--- config.mk ---
export PLATFORM = sky130hd
export DESIGN_NAME = div_period_mon_flat
export DESIGN_NICKNAME = d
export VERILOG_FILES = /design/src/rtl/div_pkg.sv /design/src/rtl/div_period_mon_if.sv /design/src/rtl/div_edge_timer.sv /design/src/rtl/div_period_mon.sv /design/src/flat_wrapper.sv
export SDC_FILE = /design/constraint.sdc
export NUM_CORES = 1
export LEC_CHECK = 0
export CAP_MARGIN = 20
export CORE_AREA = 3 3 78 80
export DETAILED_ROUTE_END_ITERATION = 6
export DIE_AREA = 0 0 81 83
export PLACE_DENSITY = 0.72
export SYNTH_ARGS = -nofsm -noshare
export SYNTH_HDL_FRONTEND = slang
export SYNTH_HIERARCHICAL = 1
export SYNTH_SLANG_ARGS = --single-unit
--- constraint.sdc ---
create_clock -name clk -period 3.6 [get_ports clk]
set_input_delay 0.72 -clock clk [delete_from_list [all_inputs] [get_ports clk]]
set_output_delay 0.72 -clock clk [all_outputs]
set_load 0.01 [all_outputs]
--- src/rtl/div_pkg.sv ---
// div_pkg: shared FSM encoding and gate-counter sizing for the divider period monitor.
// Latency: n/a (types and constant functions only).
// Backpressure: n/a.
package div_pkg;

  localparam int GATE_CYCLES_DEF = 87;
  localparam int CNT_W_DEF       = 8;

  typedef enum logic [1:0] {
    ST_IDLE = 2'd0,
    ST_ARM  = 2'd1,
    ST_MEAS = 2'd2,
    ST_DONE = 2'd3
  } state_e;

  // Gate counter only ever holds 0..gate_cycles-1.
  function automatic int gate_w(input int gate_cycles);
    return (gate_cycles > 2) ? $clog2(gate_cycles) : 1;
  endfunction

endpackage

--- src/rtl/div_period_mon_if.sv ---
// div_period_mon_if: divided-clock input, start request and measurement results.
// Latency: n/a (wiring only).
// Backpressure: none; results are plain level outputs qualified by done.
// master = stimulus/consumer side, slave = monitor side.
interface div_period_mon_if #(
  parameter int CNT_W = 8
);
  logic             div_in;
  logic             start;
  logic             busy;
  logic             done;
  logic [CNT_W-1:0] edge_cnt;
  logic [CNT_W-1:0] min_period;
  logic [CNT_W-1:0] max_period;
  logic             err;

  modport master (
    output div_in, start,
    input  busy, done, edge_cnt, min_period, max_period, err
  );

  modport slave (
    input  div_in, start,
    output busy, done, edge_cnt, min_period, max_period, err
  );
endinterface

--- src/rtl/div_edge_timer.sv ---
// div_edge_timer: registers div_in, flags its rising edges and times the gap between them.
// Latency: rise is the current sample against the registered one; period is valid on the rise cycle.
// Backpressure: none; counts while en=1, held at zero otherwise.
// Ports: clk, rst_n; div_in sample; en count enable; rise pulse; period = clk cycles since previous rise (saturating).
module div_edge_timer #(
  parameter int CNT_W = 8
) (
  input  logic             clk,
  input  logic             rst_n,
  input  logic             div_in,
  input  logic             en,
  output logic             rise,
  output logic [CNT_W-1:0] period
);

  localparam logic [CNT_W-1:0] SAT = '1;

  logic             div_in_q, div_in_d;
  logic [CNT_W-1:0] cnt_q, cnt_d;

  always_comb begin
    div_in_d = div_in;
    rise     = div_in & ~div_in_q;
    cnt_d    = cnt_q;
    if (!en || rise) begin
      cnt_d = '0;
    end else if (cnt_q != SAT) begin
      cnt_d = cnt_q + CNT_W'(1);
    end
    // cnt_q restarts at 0 on the cycle after a rise, so the spacing is cnt_q+1.
    period = (cnt_q == SAT) ? SAT : cnt_q + CNT_W'(1);
  end

  always_ff @(posedge clk or negedge rst_n) begin
    if (!rst_n) begin
      div_in_q <= 1'b0;
      cnt_q    <= '0;
    end else begin
      div_in_q <= div_in_d;
      cnt_q    <= cnt_d;
    end
  end

endmodule

--- src/rtl/div_period_mon.sv ---
// div_period_mon: counts div_in rising edges over a GATE_CYCLES window and reports min/max rise spacing.
// Latency: done pulses GATE_CYCLES cycles after the arming rise (GATE_CYCLES+1 after start if no rise).
// Backpressure: none; start is only accepted in IDLE, results hold until the next accepted start.
// Ports: clk, rst_n; mon.slave carries div_in/start in and busy/done/edge_cnt/min_period/max_period/err out.
module div_period_mon
  import div_pkg::*;
#(
  parameter int GATE_CYCLES = GATE_CYCLES_DEF,
  parameter int CNT_W       = CNT_W_DEF
) (
  input  logic            clk,
  input  logic            rst_n,
  div_period_mon_if.slave mon
);

  localparam int               GW        = gate_w(GATE_CYCLES);
  localparam logic [GW-1:0]    GATE_LAST = GW'(GATE_CYCLES - 1);
  localparam logic [CNT_W-1:0] SAT       = '1;

  state_e           state_q, state_d;
  logic [GW-1:0]    gate_q, gate_d;
  logic [CNT_W-1:0] edge_cnt_q, edge_cnt_d;
  logic [CNT_W-1:0] min_period_q, min_period_d;
  logic [CNT_W-1:0] max_period_q, max_period_d;
  logic             err_q, err_d;

  logic             busy;
  logic             rise;
  logic [CNT_W-1:0] period;

  assign busy = (state_q == ST_ARM) || (state_q == ST_MEAS);

  div_edge_timer #(
    .CNT_W (CNT_W)
  ) u_edge_timer (
    .clk    (clk),
    .rst_n  (rst_n),
    .div_in (mon.div_in),
    .en     (busy),
    .rise   (rise),
    .period (period)
  );

  always_comb begin
    state_d      = state_q;
    gate_d       = gate_q;
    edge_cnt_d   = edge_cnt_q;
    min_period_d = min_period_q;
    max_period_d = max_period_q;
    err_d        = err_q;
    case (state_q)
      ST_IDLE: begin
        if (mon.start) begin
          state_d      = ST_ARM;
          gate_d       = '0;
          edge_cnt_d   = '0;
          min_period_d = SAT;
          max_period_d = '0;
          err_d        = 1'b0;
        end
      end
      ST_ARM: begin
        if (rise) begin
          // The arming rise is window cycle 0, so the next MEAS cycle is 1.
          state_d    = ST_MEAS;
          edge_cnt_d = CNT_W'(1);
          gate_d     = GW'(1);
        end else if (gate_q == GATE_LAST) begin
          state_d      = ST_DONE;
          edge_cnt_d   = '0;
          min_period_d = '0;
          err_d        = 1'b1;
        end else begin
          gate_d = gate_q + GW'(1);
        end
      end
      ST_MEAS: begin
        if (rise) begin
          if (edge_cnt_q != SAT) begin
            edge_cnt_d = edge_cnt_q + CNT_W'(1);
          end
          if (period < min_period_q) begin
            min_period_d = period;
          end
          if (period > max_period_q) begin
            max_period_d = period;
          end
          if (period == SAT) begin
            err_d = 1'b1;
          end
        end
        if (gate_q == GATE_LAST) begin
          state_d = ST_DONE;
          // A single edge gives no spacing; min would still read its all-ones preset.
          if (edge_cnt_d < CNT_W'(2)) begin
            err_d        = 1'b1;
            min_period_d = '0;
          end
        end else begin
          gate_d = gate_q + GW'(1);
        end
      end
      ST_DONE: begin
        state_d = ST_IDLE;
      end
      default: begin
        state_d = ST_IDLE;
      end
    endcase
  end

  always_ff @(posedge clk or negedge rst_n) begin
    if (!rst_n) begin
      state_q      <= ST_IDLE;
      gate_q       <= '0;
      edge_cnt_q   <= '0;
      min_period_q <= '0;
      max_period_q <= '0;
      err_q        <= 1'b0;
    end else begin
      state_q      <= state_d;
      gate_q       <= gate_d;
      edge_cnt_q   <= edge_cnt_d;
      min_period_q <= min_period_d;
      max_period_q <= max_period_d;
      err_q        <= err_d;
    end
  end

  assign mon.busy       = busy;
  assign mon.done       = (state_q == ST_DONE);
  assign mon.edge_cnt   = edge_cnt_q;
  assign mon.min_period = min_period_q;
  assign mon.max_period = max_period_q;
  assign mon.err        = err_q;

endmodule

--- src/flat_wrapper.sv ---
// flat-port wrapper written by rule: the top's interface ports become plain ports
module div_period_mon_flat import div_pkg::*;
#(
  parameter int GATE_CYCLES = GATE_CYCLES_DEF,
  parameter int CNT_W       = CNT_W_DEF
)
  (clk, rst_n, mon_div_in, mon_start, mon_busy, mon_done, mon_edge_cnt, mon_min_period, mon_max_period, mon_err);
  div_period_mon_if #(.CNT_W(CNT_W)) mon_i ();
  input  logic clk;
  input  logic rst_n;
  input wire logic [$bits(mon_i.div_in)-1:0] mon_div_in;
  input wire logic [$bits(mon_i.start)-1:0] mon_start;
  output wire logic [$bits(mon_i.busy)-1:0] mon_busy;
  output wire logic [$bits(mon_i.done)-1:0] mon_done;
  output wire logic [$bits(mon_i.edge_cnt)-1:0] mon_edge_cnt;
  output wire logic [$bits(mon_i.min_period)-1:0] mon_min_period;
  output wire logic [$bits(mon_i.max_period)-1:0] mon_max_period;
  output wire logic [$bits(mon_i.err)-1:0] mon_err;
  assign mon_i.div_in = mon_div_in;
  assign mon_i.start = mon_start;
  assign mon_busy = mon_i.busy;
  assign mon_done = mon_i.done;
  assign mon_edge_cnt = mon_i.edge_cnt;
  assign mon_min_period = mon_i.min_period;
  assign mon_max_period = mon_i.max_period;
  assign mon_err = mon_i.err;
  div_period_mon #(.GATE_CYCLES(GATE_CYCLES), .CNT_W(CNT_W)) u_core (.clk(clk), .rst_n(rst_n), .mon(mon_i));
endmodule
==> impl_results.rst <==
.. list-table::
   :header-rows: 1

   * - Metric
     - Value
   * - Final Hold Vio Count
     - 0
   * - Power, Total
     - about 2 mW
   * - VDD IR-drop max
     - 0.000354 V
   * - Worst slew margin
     - a little over a third
   * - Flip-flop and latch count after synthesis
     - 43
   * - Total overflow reported by the global router
     - 0
   * - Critical-path cell list
     - ha_1, and3_1, nand2_1, nand2_1, ha_1, nand2_1, a21oi_1, a2111oi_0, o311ai_1, nand2b_1, o221a_2
   * - Number of buffers added on ports
     - 30
   * - TritonCTS Sinks
     - 43
   * - Area enclosed by the die boundary
     - between 6000 and 7000 µm²
   * - Top Ports
     - 31
   * - First-pass detailed-route iteration total
     - 4
   * - Required arrival time at the worst endpoint
     - around 3800 ps
   * - CTS hold repair buffers
     - 0
   * - Count of nets left with antenna violations after detail routing
     - 0
   * - Row count
     - 27
   * - Via count
     - 2,501
   * - Avg Cell Area, Syn
     - between 9 and 10 µm²
   * - CP Launch Type
     - flop
   * - Fillcell total
     - about 500
   * - Post-Route Hold Slack
     - around 490 ps
   * - Drt total wl
     - roughly 6500 µm
   * - CP startpoint
     - u_core/u_edge_timer/cnt_q[0]
   * - Die width
     - around 81 µm
   * - Area Overhead vs Synth
     - 14.7%
   * - Cell count after synthesis
     - between 300 and 400
   * - Global-route total usage across every layer
     - 21.1%
   * - Number of cells traversed by the worst hold path
     - 1
   * - Slowest cell on the critical path
     - dfrtp_1
   * - Cell family contributing the most delay on the critical path
     - simple AND/OR/NAND/NOR gates
   * - Pin count of the biggest net entering global routing
     - 44
   * - Buf+Inv Stages, Crit Path
     - 0
   * - Worst reg2reg path depth
     - 11
   * - Clock period minus worst slack
     - ~3100 ps
   * - Average wire per cell in the routed design
     - 15.4 µm
   * - Post-synth ARST share
     - 100%
   * - Cell type with the highest occurrence count on the critical path
     - nand2_1
   * - Top library cells by usage in the layout, fill and taps aside
     - 43 x dfrtp_1, 31 x inv_1, 29 x clkdlybuf4s50_1
   * - Hold WC Path Type
     - flop to flop
   * - Most crowded layer after global routing
     - met2
   * - Maximum cell stage delay along the critical path
     - 420 ps
   * - Synthesized net count
     - roughly 350
   * - DRC violation total after the first TritonRoute iteration
     - between 100 and 150
   * - Setup TNS Final
     - 0 ps
   * - Distinct cells, synth
     - 68
   * - Number of global-route vias before repair
     - approximately 2.5k
   * - Inserted Clock Buffers
     - 5
   * - Diodes inserted
     - 0
   * - Slew of the pin with the lowest slew margin
     - approximately 980 ps
   * - Post-route DRC violation count
     - 0
   * - Biggest fanout along the worst timing path
     - 8
   * - Worst Min Path Start
     - u_core/gate_q[6]
   * - Area of the mapped netlist
     - around 2900 µm²
   * - # resized after CTS
     - 0
   * - Most used DFF post-synth
     - dfrtp_1
   * - Clock Latency Late Sink
     - between 200 and 300 ps
   * - Core outline area
     - approximately 5500 µm²
   * - Ratio of total power to cell area
     - about 600 nW/µm²
   * - Final worst path period share
     - a little under 90%
   * - Final count of negative-setup-slack endpoints
     - 0
   * - CTS H-tree depth
     - 2
   * - Critical Path End Type
     - flop
   * - Antenna violations before repair
     - 0
   * - Share of cells above drive strength 1
     - between 10% and 20%
   * - Starting utilization of the core area
     - 53.7%
   * - Clock Tree Buf Depth
     - 2
   * - Height of the die
     - about 83 µm
   * - EDFF count, synth
     - 0
   * - Clock Skews
     - between 6 and 7 ps
   * - Average vias per placed instance
     - about 6
   * - Share of the yosys chip area belonging to registers
     - between 30% and 40%
   * - Detailed placement HPWL
     - 4810 µm
   * - Arrival time of the worst setup path
     - roughly 3300 ps
   * - Clock Root Buffer
     - clkbuf_8
   * - Maximum clock rate
     - approximately 0.32 GHz
   * - Unrepaired setup endpoints after global routing
     - no
   * - Endpoint of the worst register-to-register path
     - u_core/mon.min_period[5]
   * - Maximum capacitance violations
     - 0
   * - Number of nets in the layout
     - 376
   * - Placer congestion estimate
     - between 0.8 and 0.9
   * - Setup slack on the worst flop-to-flop path
     - approximately 480 ps
   * - Area taken by multi-input logic gates
     - about 1700 µm²
   * - Count of buffers added by post-CTS timing repair for setup
     - 0
   * - GR Util met1
     - between 20% and 30%
   * - R2R Path Start
     - u_core/u_edge_timer/cnt_q[0]
   * - Clock tree from TritonCTS
     - built
   * - Number of max-slew violations in the final report
     - 0
   * - Critical path type
     - flop to flop
   * - Sequential cell area
     - around 1100 µm²
   * - Clock transition at the register clock pins on the worst setup and hold paths after CTS
     - ~80 ps
   * - Most common cell after layout, fill and taps aside
     - dfrtp_1
   * - GRT met3 Usage
     - under 10%
   * - Total of warnings raised by yosys
     - 6
   * - Total leakage power
     - roughly 1.5 nW
   * - GR Util met2
     - between 30% and 40%
   * - Global-route wire length before repair
     - about 12,000 µm
   * - Run status
     - completed
   * - Worst-case hold path end point
     - u_core/gate_q[6]
==> cells by family after synthesis <==
logic type	after synthesis	synth area share [%]
muxes	8	2.76
adders and majority gates	24	10.2
and+or+nand+nor	111	21.4
buffers and inverters	42	6.21
xor gates and xnor gates	3	0.893
AOI/OAI and AO/OA	87	22.0
DFF	43	36.6
==> where the power goes <==
part / leakage [nW] / total (mW) / internal [mW] / switching [mW]
clock network: 0.0477 / 0.302 / 0.133 / 0.169
logic: 0.880 / 1.07 / 0.475 / 0.593
registers: 0.563 / 0.671 / 0.574 / 0.0963
==> synthesized netlist by cell type, drive strengths merged (3+ instances only) <==
master | instances | area share [%]
clkbuf | 4 | 0.60
nor2b | 5 | 1.1
nand2b | 4 | 0.85
o221a | 8 | 3.1
ha | 24 | 10
inv | 31 | 4.0
dfrtp | 43 | 37
nor4 | 3 | 0.64
nand4 | 10 | 2.8
buf | 7 | 1.7
mux2i | 7 | 2.4
nand2 | 26 | 3.3
or2 | 3 | 0.64
a21oi | 25 | 4.8
o21a | 3 | 0.77
a31oi | 3 | 0.64
o21ai | 18 | 3.2
nand3b | 3 | 1.2
nand3 | 15 | 2.6
nor3 | 11 | 2.2
nor2 | 18 | 2.5
a221o | 3 | 1.0
a21boi | 4 | 1.0
==> area by class of cell <==
type                    instances  area share [%]
flip-flops and latches         43            31.9
multi-input cells             233            49.9
repair buffers                 34            9.64
clock inverters                 3           0.445
inverters                      31            3.45
clock buffers                   5            2.04
well taps                      72            2.67
==> through the flow <==
step	instances	area, µm²	worst slack (ps)	util [%]
2_1_floorplan	318	2940	798	-
3_3_place_gp	413	3290	614	60.1
3_5_place_dp	413	3290	538	60.1
4_1_cts	421	3370	517	61.7
5_1_grt	421	3370	172	61.7
6_report	421	3370	482	61.7
==> sequential cells by signal (all words and copies together) (netlist names) <==
register / flops
u_core/u_edge_timer/div_in_q: 1
u_core/mon.edge_cnt: 8
u_core/u_edge_timer/cnt_q: 8
u_core/mon.max_period: 8
u_core/state_q: 2
u_core/mon.err: 1
u_core/gate_q: 7
u_core/mon.min_period: 8
==> worst max path at each step <==
stage	endpoint	slack, ps	cells past startpoint
6_report	u_core/mon.min_period[5]	480	11
3_3_place_gp	u_core/mon.min_period[5]	610	11
5_1_grt	u_core/mon.min_period[4]	170	11
4_1_cts	u_core/mon.min_period[5]	520	11
2_1_floorplan	u_core/mon.max_period[2]	800	12
3_5_place_dp	u_core/mon.min_period[0]	540	11
==> routing by layer <==
| metal | part of all wire (%) | up-vias |
|---|---|---|
| met1 | 49 | 1218 |
| met2 | 48 | 45 |
| met5 | 0 | - |
| met4 | 1.0 | 0 |
| met3 | 2.7 | 7 |
| li1 | - | 1231 |
Note: power is estimated with default switching activity, not from simulation.
